<file path="src/rtl/sdes_pkg.sv">
// sdes_pkg: shared S-DES permutation tables, S-boxes, decrypt FSM states and permutation helpers
package sdes_pkg;
    localparam int P10_T [10] = '{3, 5, 2, 7, 4, 10, 1, 9, 8, 6};
    localparam int P8_T  [8]  = '{6, 3, 7, 4, 8, 5, 10, 9};
    localparam int IP_T  [8]  = '{2, 6, 3, 1, 4, 8, 5, 7};
    localparam int IPI_T [8]  = '{4, 1, 3, 5, 7, 2, 8, 6};
    localparam int EP_T  [8]  = '{4, 1, 2, 3, 2, 3, 4, 1};
    localparam int P4_T  [4]  = '{2, 4, 3, 1};
    localparam logic [1:0] S0 [4][4] = '{'{2'd1, 2'd0, 2'd3, 2'd2}, '{2'd3, 2'd2, 2'd1, 2'd0},
                                         '{2'd0, 2'd2, 2'd1, 2'd3}, '{2'd3, 2'd1, 2'd3, 2'd2}};
    localparam logic [1:0] S1 [4][4] = '{'{2'd0, 2'd1, 2'd2, 2'd3}, '{2'd2, 2'd0, 2'd1, 2'd3},
                                         '{2'd3, 2'd0, 2'd1, 2'd0}, '{2'd2, 2'd1, 2'd0, 2'd3}};
    typedef enum logic [2:0] {IDLE, KEYGEN, RND_K2, RND_K1, DONE} sdes_dec_state_t;
    function automatic logic [9:0] sdes_p10(input logic [9:0] k);
        logic [9:0] r;
        for (int i = 0; i < 10; i++) r[4'(9 - i)] = k[4'(10 - P10_T[i])];
        return r;
    endfunction
    function automatic logic [7:0] sdes_p8(input logic [9:0] k);
        logic [7:0] r;
        for (int i = 0; i < 8; i++) r[3'(7 - i)] = k[4'(10 - P8_T[i])];
        return r;
    endfunction
    function automatic logic [7:0] sdes_ip(input logic [7:0] b);
        logic [7:0] r;
        for (int i = 0; i < 8; i++) r[3'(7 - i)] = b[3'(8 - IP_T[i])];
        return r;
    endfunction
    function automatic logic [7:0] sdes_ip_inv(input logic [7:0] b);
        logic [7:0] r;
        for (int i = 0; i < 8; i++) r[3'(7 - i)] = b[3'(8 - IPI_T[i])];
        return r;
    endfunction
    function automatic logic [7:0] sdes_ep(input logic [3:0] n);
        logic [7:0] r;
        for (int i = 0; i < 8; i++) r[3'(7 - i)] = n[2'(4 - EP_T[i])];
        return r;
    endfunction
    function automatic logic [3:0] sdes_p4(input logic [3:0] n);
        logic [3:0] r;
        for (int i = 0; i < 4; i++) r[2'(3 - i)] = n[2'(4 - P4_T[i])];
        return r;
    endfunction
endpackage

</file>
<file path="src/rtl/sdes_fk.sv">
// sdes_fk: combinational S-DES round function, returns L xor F(R,K); R passes through untouched
module sdes_fk
    import sdes_pkg::*;
(
    input  logic [3:0] l,
    input  logic [3:0] r,
    input  logic [7:0] k,
    output logic [3:0] l_out
);
    logic [7:0] ep;
    logic [1:0] s0;
    logic [1:0] s1;
    assign ep    = sdes_ep(r) ^ k;
    assign s0    = S0[{ep[7], ep[4]}][{ep[6], ep[5]}];
    assign s1    = S1[{ep[3], ep[0]}][{ep[2], ep[1]}];
    assign l_out = l ^ sdes_p4({s0, s1});
endmodule

</file>
<file path="src/rtl/sdes_decrypt_core.sv">
// sdes_decrypt_core: iterative S-DES decryptor with subkey generation, key cache and valid/ready handshakes
module sdes_decrypt_core
    import sdes_pkg::*;
#(
    parameter bit KEY_CACHE = 1'b1
) (
    input  logic       clk,
    input  logic       rst_n,
    input  logic       in_valid,
    output logic       in_ready,
    input  logic [7:0] in_cipher,
    input  logic [9:0] in_key,
    output logic       out_valid,
    input  logic       out_ready,
    output logic [7:0] out_plain
);
    sdes_dec_state_t state;
    logic [3:0] l;
    logic [3:0] r;
    logic [9:0] key;
    logic [7:0] k1;
    logic [7:0] k2;
    logic       cache_valid;
    logic [9:0] p10;
    logic [9:0] ls1;
    logic [9:0] ls3;
    logic [3:0] f_l;
    logic       hit;
    assign in_ready = state == IDLE;
    assign hit      = KEY_CACHE && cache_valid && in_key == key;
    assign p10      = sdes_p10(key);
    assign ls1      = {p10[8:5], p10[9], p10[3:0], p10[4]};
    assign ls3      = {p10[6:5], p10[9:7], p10[1:0], p10[4:2]};
    sdes_fk u_fk (
        .l    (l),
        .r    (r),
        .k    (state == RND_K2 ? k2 : k1),
        .l_out(f_l)
    );
    // FSM stepping the block through keygen, K2 round + swap, K1 round + IP^-1, and output hold
    always_ff @(posedge clk or negedge rst_n) begin
        if (!rst_n) begin
            state       <= IDLE;
            l           <= '0;
            r           <= '0;
            key         <= '0;
            k1          <= '0;
            k2          <= '0;
            cache_valid <= 1'b0;
            out_valid   <= 1'b0;
            out_plain   <= '0;
        end else begin
            case (state)
                IDLE: if (in_valid) begin
                    {l, r} <= sdes_ip(in_cipher);
                    key    <= in_key;
                    state  <= hit ? RND_K2 : KEYGEN;
                end
                KEYGEN: begin
                    k1          <= sdes_p8(ls1);
                    k2          <= sdes_p8(ls3);
                    cache_valid <= 1'b1;
                    state       <= RND_K2;
                end
                RND_K2: begin
                    l     <= r;
                    r     <= f_l;
                    state <= RND_K1;
                end
                RND_K1: begin
                    out_plain <= sdes_ip_inv({f_l, r});
                    out_valid <= 1'b1;
                    state     <= DONE;
                end
                DONE: if (out_ready) begin
                    out_valid <= 1'b0;
                    state     <= IDLE;
                end
                default: state <= IDLE;
            endcase
        end
    end
endmodule

</file>
<file path="config.mk">
export PLATFORM = sky130hd
export DESIGN_NAME = sdes_decrypt_core
export DESIGN_NICKNAME = d
export VERILOG_FILES = /design/src/rtl/sdes_pkg.sv /design/src/rtl/sdes_fk.sv /design/src/rtl/sdes_decrypt_core.sv
export SDC_FILE = /design/constraint.sdc
export NUM_CORES = 1
export LEC_CHECK = 0
export ABC_CLOCK_PERIOD_IN_PS = 2000
export CORE_UTILIZATION = 48
export CTS_BUF_LIST = sky130_fd_sc_hd__clkbuf_2 sky130_fd_sc_hd__clkbuf_4 sky130_fd_sc_hd__clkbuf_8
export CTS_CLUSTER_SIZE = 10
export DETAILED_ROUTE_END_ITERATION = 10
export PLACE_DENSITY = 0.81
export SYNTH_ARGS = -nofsm -noshare
export SYNTH_HDL_FRONTEND = slang
export SYNTH_SLANG_ARGS = --single-unit
</file>
<file path="constraint.sdc">
create_clock -name clk -period 2 [get_ports clk]
set_input_delay 0.4 -clock clk [delete_from_list [all_inputs] [get_ports clk]]
set_output_delay 0.4 -clock clk [all_outputs]
set_load 0.02 [all_outputs]
</file>
==> impl_metrics.json <==
{
  "status": "finished, final reports clean",
  "tns_ns": 0,
  "dpl.hpwl_mm": 1.42,
  "grt_overflow": 0,
  "synth_fa_ha_area_frac": 0,
  "synth_top_area_frac": 0.502,
  "fin_skew_ns": 0.00487,
  "clk_pin_slew_worst_paths_ns": 0.12,
  "viasPerCell": 5.12,
  "cts_tree": "yes",
  "layout_min_cycle_time_ns": 1.76,
  "gp_congestion": 0.787,
  "syn_area_um2": 1100,
  "wl_per_cell_um": 13.2,
  "synth_cells": 87,
  "ys_warn_count": 0,
  "nFillCells": 166,
  "drive_above_1_share": 0.209,
  "rsz0062_at_grt": "false",
  "grt_pass1_wl_mm": 3.32,
  "cts.sink_count": 22,
  "synth_top_cell_by_area": "dfrtp_1",
  "internal_power_w": 0.00123,
  "synth_enable_flop_cells": 0,
  "finalNonFillerCells": 137,
  "drtPass1Iterations": 3,
  "synthSimpleGateAreaFrac": 0.108,
  "critPathRequiredTime_ns": 1.60,
  "synthToLayoutAreaGrowth_pct": 21.2,
  "p_leak_nw": 0.579,
  "cp-start-kind": "flip-flop",
  "ant_nets": 0,
  "synthTopCellsByArea": "dfrtp_1 50%, mux2_4 9.6%, mux2_2 6.2%, xor2_1 5.6%, buf_4 3.4%",
  "synthXorXnorAreaFrac": 0.0799,
  "path_max_fanout": 6,
  "powerDensity_nw_per_um2": 1430,
  "crit_chain": "nor3_2 -> dlygate4sd2_1",
  "syn_area_per_cell_um2": 12.6,
  "drt_iter0_drc": 3,
  "finalSetupViolCount": 0,
  "htreeDepth": 1,
  "clockBufferDepth": 2,
  "cap_violations": 0,
  "dr_total_vias": 701,
  "dieWidth_um": 49.8,
  "synth_ff_type": "dfrtp_1",
  "cts_buffers": 3,
  "synth_seq_cells": 22,
  "worstPathArrival_ns": 1.36,
  "pin_count": 32,
  "hp-class": "in -> async",
  "clock_latency_ns": 0.31,
  "synth_top_family_by_area": "multiplexers",
  "drc": 0,
  "post-route-period-util": 0.879,
  "reg2reg_slack_ns": 0.48,
  "slew_violations": 0,
  "synthTopCellsByCount": "22 x dfrtp_1, 7 x mux2_4, 7 x xor2_1, 6 x mux2_2, 5 x buf_4",
  "antenna_found_initial": 0,
  "vdd_ir_drop_max_v": 0.000827,
  "dpl.cell_count": 133,
  "worstSetupPathType": "reg -> out",
  "synthMuxAreaShare": 0.177,
  "grt_start_max_net_pins": 23,
  "synth_compound_area_frac": 0.0594,
  "end_kind": "primary output",
  "port_buffers": 21,
  "async_reset_ff_frac": 1.00,
  "combPwrFrac": 0.434,
  "n_antenna_cell": 0,
  "nNetsFinal": 133,
  "start_util": 0.532,
  "ys_seq_area_frac": 0.502,
  "pwr-share-seq": 0.438,
  "critPathMaxStageDelay_ns": 0.47,
  "yosysMostFrequentCell": "dfrtp_1",
  "fp.dieH_um": 49.8,
  "dieArea_um2": 2480,
  "whs_ns": 0.409,
  "clkPwrFrac": 0.128,
  "swShare": 0.351,
  "cts_root_buffer": "clkbuf_4",
  "grt_use_total": 0.180,
  "crit_path_top_delay_cell": "dfrtp_1",
  "hold_buffers": 0,
  "drt-total-wl_mm": 1.82,
  "coreArea_um2": 2060,
  "row_count": 16,
  "first_global_vias": 743,
  "switching_power_w": 0.000665,
  "fmax_mhz": 569,
  "synthDistinctLibCells": 33,
  "hold_viol": 0
}
[registers in the layout, indices dropped and copies added (netlist names)]
name	flops
key	10
out_plain	3
l	1
state	3
out_valid	1
cache_valid	1
r	3
[layout make-up]
cell class	instances	area, um^2	area share
clock buffers	4	36.3	0.0273
repair buffers	22	216	0.163
well taps	27	33.8	0.0254
flip-flops and latches	22	551	0.414
multi-input cells	60	484	0.364
inverters	2	7.51	0.00565
[critical path, delay by kind of cell, from the launching register on]
family,cells,cell delay [ns]
DFF,1,0.47
buffers and inverters,1,0.35
and+or+nand+nor,1,0.23
[path summary, 6_finish.rpt]
path,cells past startpoint,start,end
max,2,state[1],in_ready
min,2,rst_n,key[0]
max reg2reg,4,state[1],l[1]
min reg2reg,1,cache_valid,cache_valid
max in group asynchronous,2,rst_n,r[2]
min in group clk,1,cache_valid,cache_valid
[metal layers]
metal,global-route usage,vias up,share of wire
met2,0.311,16,0.51
li1,-,336,-
met1,0.228,347,0.44
met3,0.0401,2,0.035
met5,0,-,0
met4,0.0429,0,0.0094
[cell families after synthesis]
group	Yosys count
other cells	1
mux	15
flops	22
simple gates	20
xor+xnor	10
buf+inv	9
compound gates	10
[timing repair]
item / CTS / global route
resized for setup: 1 / 0
endpoints found under the setup margin: 1 / 0
buffers inserted: 0 / 0
[per-stage QoR]
stage               power (W)  setup WS, ns   util  instance area (um^2)
finish                0.00189         0.242  0.644                  1330
global route          0.00204         0.126  0.644                  1330
CTS                   0.00191         0.237  0.644                  1330
detailed placement    0.00168         0.129  0.627                  1290
global placement      0.00163         0.173  0.627                  1290
floorplan             0.00146         0.320      -                  1110
[power groups by stage]
| stage | logic, W | clock network [W] | registers, W |
|---|---|---|---|
| CTS | 0.000835 | 0.000245 | 0.000830 |
| global route | 0.000913 | 0.000272 | 0.000858 |
| global placement | 0.000809 | 0 | 0.000821 |
| detailed placement | 0.000840 | 0 | 0.000839 |
| floorplan | 0.000623 | 0 | 0.000838 |
| finish | 0.000821 | 0.000242 | 0.000830 |
[placed cells by master, fill, tap and decap left out, drive strengths merged]
| master | n |
|---|---|
| and2 | 1 |
| a21oi | 2 |
| xnor2 | 3 |
| clkdlybuf4s50 | 20 |
| a311oi | 1 |
| nand3b | 1 |
| nand2 | 4 |
| a21o | 2 |
| buf | 1 |
| dfrtp | 22 |
| nor4 | 1 |
| nor3b | 1 |
| a211oi | 1 |
| o21ai | 2 |
| nor3 | 3 |
| nand4 | 1 |
| and4 | 1 |
| clkbuf | 4 |
| inv | 2 |
| o21a | 1 |
| nor2 | 5 |
| mux2 | 14 |
| a31oi | 1 |
| mux2i | 1 |
| dlygate4sd2 | 1 |
| xor2 | 7 |
| conb | 5 |
| nor2b | 1 |
| nand2b | 1 |
No activity file was read; power rests on OpenSTA's default activity.
